[config.mk]
export PLATFORM = sky130hd
export DESIGN_NAME = alu_iterative_flat
export DESIGN_NICKNAME = d
export VERILOG_FILES = /design/src/rtl/alu_iterative_if.sv /design/src/rtl/alu_iterative.sv /design/src/flat_wrapper.sv
export SDC_FILE = /design/constraint.sdc
export NUM_CORES = 2
export LEC_CHECK = 0
export CAP_MARGIN = 30
export CORE_ASPECT_RATIO = 1.5
export CORE_UTILIZATION = 30
export CTS_CLUSTER_SIZE = 28
export DETAILED_ROUTE_END_ITERATION = 10
export GPL_ROUTABILITY_DRIVEN = 0
export PLACE_DENSITY = 0.43
export SYNTH_ARGS = -nofsm -noshare
export SYNTH_HDL_FRONTEND = slang
export SYNTH_SLANG_ARGS = --single-unit
[constraint.sdc]
create_clock -name clock -period 16.78 [get_ports clock]
set_input_delay 1.678 -clock clock [delete_from_list [all_inputs] [get_ports clock]]
set_output_delay 1.678 -clock clock [all_outputs]
set_load 0.02 [all_outputs]
[src/rtl/alu_iterative_if.sv]
// Request/result bundle for alu_iterative: operands and opcode in, registered result and flags out.
// Handshake: a request is taken on a rising clock edge where in_valid && in_ready; the requester
// holds in_valid and its operands stable until that edge. out_valid is a one-cycle pulse marking
// that data_result and all flags were updated; they then hold until the next completion.
interface alu_iterative_if #(
    parameter int WIDTH = 32,
    parameter int SHW   = 5
) ();
    logic             in_valid;
    logic             in_ready;
    logic [WIDTH-1:0] data_operandA;
    logic [WIDTH-1:0] data_operandB;
    logic [4:0]       ctrl_ALUopcode;
    logic [SHW-1:0]   ctrl_shiftamt;
    logic             out_valid;
    logic [WIDTH-1:0] data_result;
    logic             isNotEqual;
    logic             isLessThan;
    logic             overflow;
    logic             data_exception;

    modport master (
        output in_valid, data_operandA, data_operandB, ctrl_ALUopcode, ctrl_shiftamt,
        input  in_ready, out_valid, data_result, isNotEqual, isLessThan, overflow, data_exception
    );

    modport slave (
        input  in_valid, data_operandA, data_operandB, ctrl_ALUopcode, ctrl_shiftamt,
        output in_ready, out_valid, data_result, isNotEqual, isLessThan, overflow, data_exception
    );
endinterface

[src/rtl/alu_iterative.sv]
// Handshaked ALU: single-cycle add/sub/and/or/sll/sra, and iterative signed mul/div that
// retire one bit per cycle. All results and flags are registered and hold until the next completion.
module alu_iterative #(
    parameter int WIDTH = 32,
    parameter int SHW   = 5
) (
    input  logic           clock,
    input  logic           reset,
    alu_iterative_if.slave bus,
    output logic [1:0]     dbg_state
);
    localparam logic [4:0] OP_ADD = 5'b00000;
    localparam logic [4:0] OP_SUB = 5'b00001;
    localparam logic [4:0] OP_AND = 5'b00010;
    localparam logic [4:0] OP_OR  = 5'b00011;
    localparam logic [4:0] OP_SLL = 5'b00100;
    localparam logic [4:0] OP_SRA = 5'b00101;
    localparam logic [4:0] OP_MUL = 5'b00110;
    localparam logic [4:0] OP_DIV = 5'b00111;

    typedef enum logic [1:0] {S_IDLE = 2'd0, S_BUSY = 2'd1, S_DONE = 2'd2} state_t;

    state_t state_q, state_d;
    logic   in_ready, out_valid, accept, is_iter;

    logic [WIDTH-1:0] a, b, sum, diff, abs_a, abs_b;
    logic [4:0]       op;
    logic             add_ovf, sub_ovf, lt_now, ne_now;
    logic [WIDTH-1:0] single_res;
    logic             single_ovf;

    // Iteration state; mplier_q carries the multiplier for mul, dividend/quotient for div.
    logic                 op_div_q, neg_q, bzero_q, minneg_q, ne_p, lt_p;
    logic [SHW-1:0]       cnt_q;
    logic [2*WIDTH-1:0]   prod_q, mcand_q, prod_d, mul_full;
    logic [WIDTH:0]       mul_hi;
    logic [WIDTH-1:0]     mplier_q, rem_q, quo_d, rem_d, div_res;
    logic [WIDTH:0]       rem_sh, rem_sub;
    logic                 rem_ok, mul_ovf;

    logic [WIDTH-1:0] result_q;
    logic             ovf_q, exc_q, ne_q, lt_q;

    assign a   = bus.data_operandA;
    assign b   = bus.data_operandB;
    assign op  = bus.ctrl_ALUopcode;

    assign accept  = bus.in_valid && in_ready;
    assign is_iter = (op == OP_MUL) || (op == OP_DIV);

    always_ff @(posedge clock or posedge reset) begin
        if (reset) state_q <= S_IDLE;
        else       state_q <= state_d;
    end

    always_comb begin
        state_d = state_q;
        case (state_q)
            S_IDLE, S_DONE: begin
                if (accept) state_d = is_iter ? S_BUSY : S_DONE;
                else        state_d = S_IDLE;
            end
            S_BUSY:  if (cnt_q == '0) state_d = S_DONE;
            default: state_d = S_IDLE;
        endcase
    end

    always_comb begin
        in_ready  = (state_q != S_BUSY);
        out_valid = (state_q == S_DONE);
    end

    assign bus.in_ready  = in_ready;
    assign bus.out_valid = out_valid;
    assign dbg_state     = state_q;

    // Comparison flags come from A-B for every opcode; the xor keeps isLessThan right at the extremes.
    assign sum     = a + b;
    assign diff    = a - b;
    assign add_ovf = (a[WIDTH-1] == b[WIDTH-1]) && (sum[WIDTH-1] != a[WIDTH-1]);
    assign sub_ovf = (a[WIDTH-1] != b[WIDTH-1]) && (diff[WIDTH-1] != a[WIDTH-1]);
    assign lt_now  = diff[WIDTH-1] ^ sub_ovf;
    assign ne_now  = (a != b);
    assign abs_a   = a[WIDTH-1] ? -a : a;
    assign abs_b   = b[WIDTH-1] ? -b : b;

    always_comb begin
        single_res = '0;
        single_ovf = 1'b0;
        case (op)
            OP_ADD: begin single_res = sum;  single_ovf = add_ovf; end
            OP_SUB: begin single_res = diff; single_ovf = sub_ovf; end
            OP_AND: single_res = a & b;
            OP_OR:  single_res = a | b;
            OP_SLL: single_res = a << bus.ctrl_shiftamt;
            OP_SRA: single_res = $signed(a) >>> bus.ctrl_shiftamt;
            default: ;
        endcase
    end

    // One shift-add step (mul) and one restoring-subtract step (div) per cycle.
    assign prod_d   = prod_q + (mplier_q[0] ? mcand_q : '0);
    assign mul_full = neg_q ? -prod_d : prod_d;
    assign mul_hi   = mul_full[2*WIDTH-1:WIDTH-1];
    assign mul_ovf  = !((&mul_hi) || !(|mul_hi));

    assign rem_sh  = {rem_q, mplier_q[WIDTH-1]};
    assign rem_sub = rem_sh - {1'b0, mcand_q[WIDTH-1:0]};
    assign rem_ok  = !rem_sub[WIDTH];
    assign quo_d   = {mplier_q[WIDTH-2:0], rem_ok};
    assign rem_d   = rem_ok ? rem_sub[WIDTH-1:0] : rem_sh[WIDTH-1:0];
    assign div_res = bzero_q ? '0 : (neg_q ? -quo_d : quo_d);

    always_ff @(posedge clock or posedge reset) begin
        if (reset) begin
            op_div_q <= 1'b0;
            neg_q    <= 1'b0;
            bzero_q  <= 1'b0;
            minneg_q <= 1'b0;
            ne_p     <= 1'b0;
            lt_p     <= 1'b0;
            cnt_q    <= '0;
            prod_q   <= '0;
            mcand_q  <= '0;
            mplier_q <= '0;
            rem_q    <= '0;
            result_q <= '0;
            ovf_q    <= 1'b0;
            exc_q    <= 1'b0;
            ne_q     <= 1'b0;
            lt_q     <= 1'b0;
        end else if (accept) begin
            if (is_iter) begin
                op_div_q <= (op == OP_DIV);
                neg_q    <= a[WIDTH-1] ^ b[WIDTH-1];
                bzero_q  <= (b == '0);
                minneg_q <= (a == {1'b1, {(WIDTH-1){1'b0}}}) && (b == '1);
                ne_p     <= ne_now;
                lt_p     <= lt_now;
                cnt_q    <= SHW'(WIDTH - 1);
                prod_q   <= '0;
                rem_q    <= '0;
                mcand_q  <= {{WIDTH{1'b0}}, abs_b};
                mplier_q <= abs_a;
            end else begin
                result_q <= single_res;
                ovf_q    <= single_ovf;
                exc_q    <= 1'b0;
                ne_q     <= ne_now;
                lt_q     <= lt_now;
            end
        end else if (state_q == S_BUSY) begin
            if (op_div_q) begin
                mplier_q <= quo_d;
                rem_q    <= rem_d;
            end else begin
                prod_q   <= prod_d;
                mcand_q  <= mcand_q << 1;
                mplier_q <= mplier_q >> 1;
            end
            if (cnt_q != '0) begin
                cnt_q <= cnt_q - 1'b1;
            end else begin
                result_q <= op_div_q ? div_res : mul_full[WIDTH-1:0];
                ovf_q    <= op_div_q ? (minneg_q && !bzero_q) : mul_ovf;
                exc_q    <= op_div_q && bzero_q;
                ne_q     <= ne_p;
                lt_q     <= lt_p;
            end
        end
    end

    assign bus.data_result    = result_q;
    assign bus.overflow       = ovf_q;
    assign bus.data_exception = exc_q;
    assign bus.isNotEqual     = ne_q;
    assign bus.isLessThan     = lt_q;
endmodule

[src/flat_wrapper.sv]
// flat-port wrapper written by rule: the top's interface ports become plain ports
module alu_iterative_flat 
#(
    parameter int WIDTH = 32,
    parameter int SHW   = 5
)
  (clock, reset, dbg_state, bus_in_valid, bus_data_operandA, bus_data_operandB, bus_ctrl_ALUopcode, bus_ctrl_shiftamt, bus_in_ready, bus_out_valid, bus_data_result, bus_isNotEqual, bus_isLessThan, bus_overflow, bus_data_exception);
  alu_iterative_if #(.WIDTH(WIDTH), .SHW(SHW)) bus_i ();
  input  logic clock;
  input  logic reset;
  output logic [1:0] dbg_state;
  input wire logic [$bits(bus_i.in_valid)-1:0] bus_in_valid;
  input wire logic [$bits(bus_i.data_operandA)-1:0] bus_data_operandA;
  input wire logic [$bits(bus_i.data_operandB)-1:0] bus_data_operandB;
  input wire logic [$bits(bus_i.ctrl_ALUopcode)-1:0] bus_ctrl_ALUopcode;
  input wire logic [$bits(bus_i.ctrl_shiftamt)-1:0] bus_ctrl_shiftamt;
  output wire logic [$bits(bus_i.in_ready)-1:0] bus_in_ready;
  output wire logic [$bits(bus_i.out_valid)-1:0] bus_out_valid;
  output wire logic [$bits(bus_i.data_result)-1:0] bus_data_result;
  output wire logic [$bits(bus_i.isNotEqual)-1:0] bus_isNotEqual;
  output wire logic [$bits(bus_i.isLessThan)-1:0] bus_isLessThan;
  output wire logic [$bits(bus_i.overflow)-1:0] bus_overflow;
  output wire logic [$bits(bus_i.data_exception)-1:0] bus_data_exception;
  assign bus_i.in_valid = bus_in_valid;
  assign bus_i.data_operandA = bus_data_operandA;
  assign bus_i.data_operandB = bus_data_operandB;
  assign bus_i.ctrl_ALUopcode = bus_ctrl_ALUopcode;
  assign bus_i.ctrl_shiftamt = bus_ctrl_shiftamt;
  assign bus_in_ready = bus_i.in_ready;
  assign bus_out_valid = bus_i.out_valid;
  assign bus_data_result = bus_i.data_result;
  assign bus_isNotEqual = bus_i.isNotEqual;
  assign bus_isLessThan = bus_i.isLessThan;
  assign bus_overflow = bus_i.overflow;
  assign bus_data_exception = bus_i.data_exception;
  alu_iterative #(.WIDTH(WIDTH), .SHW(SHW)) u_core (.clock(clock), .reset(reset), .bus(bus_i), .dbg_state(dbg_state));
endmodule
==> metrics.md <==
| Metric | Value |
|---|---|
| Outcome | `completed` |
| Clock insertion delay at the later pin of the skew report | `0.60 ns` |
| Via count | `28495` |
| Clock sink count | `241` |
| CORE AREA | `91700 µm²` |
| Row count | `136` |
| Leakage | `13.1 nW` |
| Crit Path Class | `reg2reg` |
| Fin crit share | `45.4%` |
| Pwr Density | `130 nW/µm²` |
| Post-CTS sizing | `0` |
| Worst Setup Start Kind | `flop` |
| Input/output buffers | `116` |
| First-pass GRT wire length | `194000 µm` |
| Setup TNS | `0 ns` |
| Synth Area in Adders | `9.21%` |
| Initial core utilization | `30.4%` |
| Endpoints failing hold | `0` |
| Synthesized instance count | `3695` |
| Gr usage total | `27.6%` |
| Area of the multi-input gates | `20300 µm²` |
| Distinct cell type count after synthesis | `94` |
| DRC | `0` |
| Final Cell Area | `31100 µm²` |
| Ys Warns | `0` |
| Root cell of the clock tree | `clkbuf_16` |
| Full die area | `94000 µm²` |
| Post-synthesis simple-gate area fraction | `20.5%` |
| WP data arrival | `8.09 ns` |
| Final core utilization | `33.9%` |
| Largest family of logic cells by synthesized area | `compound AO/OA/AOI/OAI gates` |
| Maximum clock rate | `131 MHz` |
| Mapped cell area | `27800 µm²` |
| Synth-to-layout area growth | `11.5%` |
| WL/cell | `27.2 µm` |
| Synthesized flop and latch total | `241` |
| Slew Viols, Final | `0` |
| Tightest Pin Transition | `1.13 ns` |
| Drt pass-1 iters | `7` |
| DR iter-0 viols | `2159` |
| CTS Buffer Depth | `3` |
| Complex-gate fraction of the synthesized area | `28.6%` |
| Final setup vio count | `0` |
| Fill count | `9814` |
| Post-Route WL | `132000 µm` |
| HPWL after detailed placement | `104000 µm` |
| Number of flops mapped to enable cells by yosys | `0` |
| Xor/xnor cell area share of the yosys netlist | `7.11%` |
| Hold Path Class | `reg2reg` |
| Vias in the first global route | `28678` |
| Syn nets | `3974` |
| Unrepaired setup endpoints after global routing | `false` |
| VDD IR-drop max | `0.0000974 V` |
| Worst EP required | `17.25 ns` |
| CTS buffer count | `28` |
| Global route overflow | `0` |
| CTS tree | `done` |
| Main synth FF type | `dfrtp_1` |
| FFs w/ async S/R, synth | `100%` |
| ANT nets after route | `0` |
| Placed cell areas | `30200 µm²` |
| Largest net degree at the start of global routing | `75` |
| CP endpoint kind | `flop` |
| # Post-CTS Setup Buffers | `0` |
| CP max FO | `39` |
| H-tree Lvls | `1` |
| Hold-fix buffers, CTS | `0` |
| Worst slew margin | `24.6%` |
| Vias per inst | `5.85` |
| Initial antenna violation count | `3` |
| Mux cell area share after synthesis | `7.21%` |
| Tmin final | `7.62 ns` |
| DIE HEIGHT | `375 µm` |
| Sequential area share after synthesis | `21.7%` |
| Max_cap viols | `0` |
| Register area | `6030 µm²` |
| Clk slew on worst S/H paths | `0.07 ns` |
| Clk_skew | `0.0234 ns` |
| Nets | `3954` |
| Share of cells above drive strength 1 | `5.90%` |
| IO Pins | `117` |
| Post-Syn Area per Cell | `7.53 µm²` |
| Die Wd | `251 µm` |
==> stage by stage <==
| step | hold WS [ns] | setup WS (ns) | cells | total power [mW] |
|---|---|---|---|---|
| 2_1_floorplan | 0.449 | 8.49 | 3695 | 2.60 |
| 3_3_place_gp | 0.465 | 8.89 | 4812 | 3.41 |
| 3_5_place_dp | 0.473 | 8.70 | 4817 | 3.40 |
| 4_1_cts | 0.488 | 9.23 | 4866 | 4.04 |
| 5_1_grt | 0.519 | 8.59 | 4868 | 4.33 |
| 6_report | 0.484 | 9.16 | 4869 | 4.03 |
==> power breakdown <==
part           total (mW)  leakage (nW)  internal (mW)  switching (mW)
logic                2.46          9.56          0.917            1.54
registers           0.955          3.15          0.745           0.210
clock network       0.613         0.428          0.332           0.280
==> synthesized netlist by cell type (all sizes together), types with 61 or more instances <==
| library cell | n | area share (%) |
|---|---|---|
| xor2 | 70 | 2.2 |
| inv | 175 | 2.4 |
| o31ai | 61 | 1.6 |
| mux2i | 132 | 4.7 |
| nor2 | 390 | 5.3 |
| dfrtp | 241 | 22 |
| xnor2 | 156 | 4.9 |
| a21oi | 280 | 5.0 |
| clkbuf | 205 | 2.8 |
| nor3 | 80 | 1.5 |
| a22o | 75 | 2.4 |
| nand2 | 372 | 5.0 |
| o21ai | 373 | 6.7 |
| ha | 197 | 8.9 |
==> layer usage <==
metal | routed length (µm) | GRT usage, %
met1 | 48600 | 29.4
met2 | 66500 | 50.5
met3 | 6050 | 2.97
met4 | 11100 | 19.7
met5 | 10 | 0
==> cell usage in the layout, fill, tap and decap left out, drive strengths merged, types with 32 or more instances in the layout <==
| master | count |
|---|---|
| nand4 | 43 |
| o221ai | 40 |
| buf | 78 |
| a31oi | 32 |
| nor2 | 390 |
| or3 | 32 |
| inv | 175 |
| o31ai | 61 |
| mux2i | 132 |
| clkbuf | 39 |
| a21o | 50 |
| o21ai | 373 |
| a22o | 75 |
| xor2 | 70 |
| dfrtp | 241 |
| a21oi | 280 |
| nor3 | 80 |
| and2 | 50 |
| o211ai | 32 |
| clkdlybuf4s50 | 111 |
| nand2b | 41 |
| ha | 197 |
| a221oi | 32 |
| nand2 | 372 |
| nand3 | 60 |
| xnor2 | 156 |
==> critical path, cell delays in order, from the launching register on <==
cell and delay [ns]:
dfrtp_1 0.35, buf_4 0.38, clkinv_1 0.19, buf_4 0.29, nor2_1 0.17, ha_1 0.32
o21ai_0 0.25, o21bai_1 0.16, a211oi_2 0.44, o21ai_1 0.33, a2111oi_2 0.94, nor3_1 0.24
o21ba_2 0.28, o2111a_1 0.27, nor3b_1 0.73, nand4bb_1 0.55, o41ai_4 0.44, xnor2_1 0.12
or4_1 0.55, nor4_2 0.29, o31ai_1 0.10
==> worst paths after layout <==
| path | startpoint | to | slack, ns | cells past startpoint |
|---|---|---|---|---|
| setup / recovery | u_core.mplier_q[0] | u_core.bus.overflow | 9.16 | 20 |
| hold / removal | u_core.ne_p | u_core.ne_p | 0.48 | 2 |
| max in group asynchronous | reset | u_core.dbg_state[0] | 13.11 | 4 |
| setup reg to reg | u_core.mplier_q[0] | u_core.bus.overflow | 9.16 | 20 |
| min in group asynchronous | reset | u_core.rem_q[9] | 1.56 | 2 |
| hold reg to reg | u_core.ne_p | u_core.ne_p | 0.48 | 2 |
==> cell families after synthesis <==
kind of cell / Yosys count
xor+xnor: 226
compound gates: 1225
simple gates: 1219
buf+inv: 417
mux: 165
flops: 241
fa+ha+maj: 202
==> flip-flops by register name, summed over array words and instances, names as in the netlist, 2 cells and up <==
| register | count |
|---|---|
| u_core.bus.data_result | 32 |
| u_core.cnt_q | 5 |
| u_core.mplier_q | 32 |
| u_core.prod_q | 64 |
| u_core.rem_q | 32 |
| u_core.dbg_state | 2 |
| u_core.mcand_q | 64 |
==> area by class of cell <==
type / count / share of cell area [%]
multi-input combinational: 3037 / 65.4
timing repair buffer: 190 / 5.50
clock buffer: 38 / 2.57
inverter: 177 / 2.16
tap: 1173 / 4.73
sequential: 241 / 19.4
antenna: 2 / 0.0161
clock inverter: 11 / 0.230
Note: power is estimated with default switching activity, not from simulation.
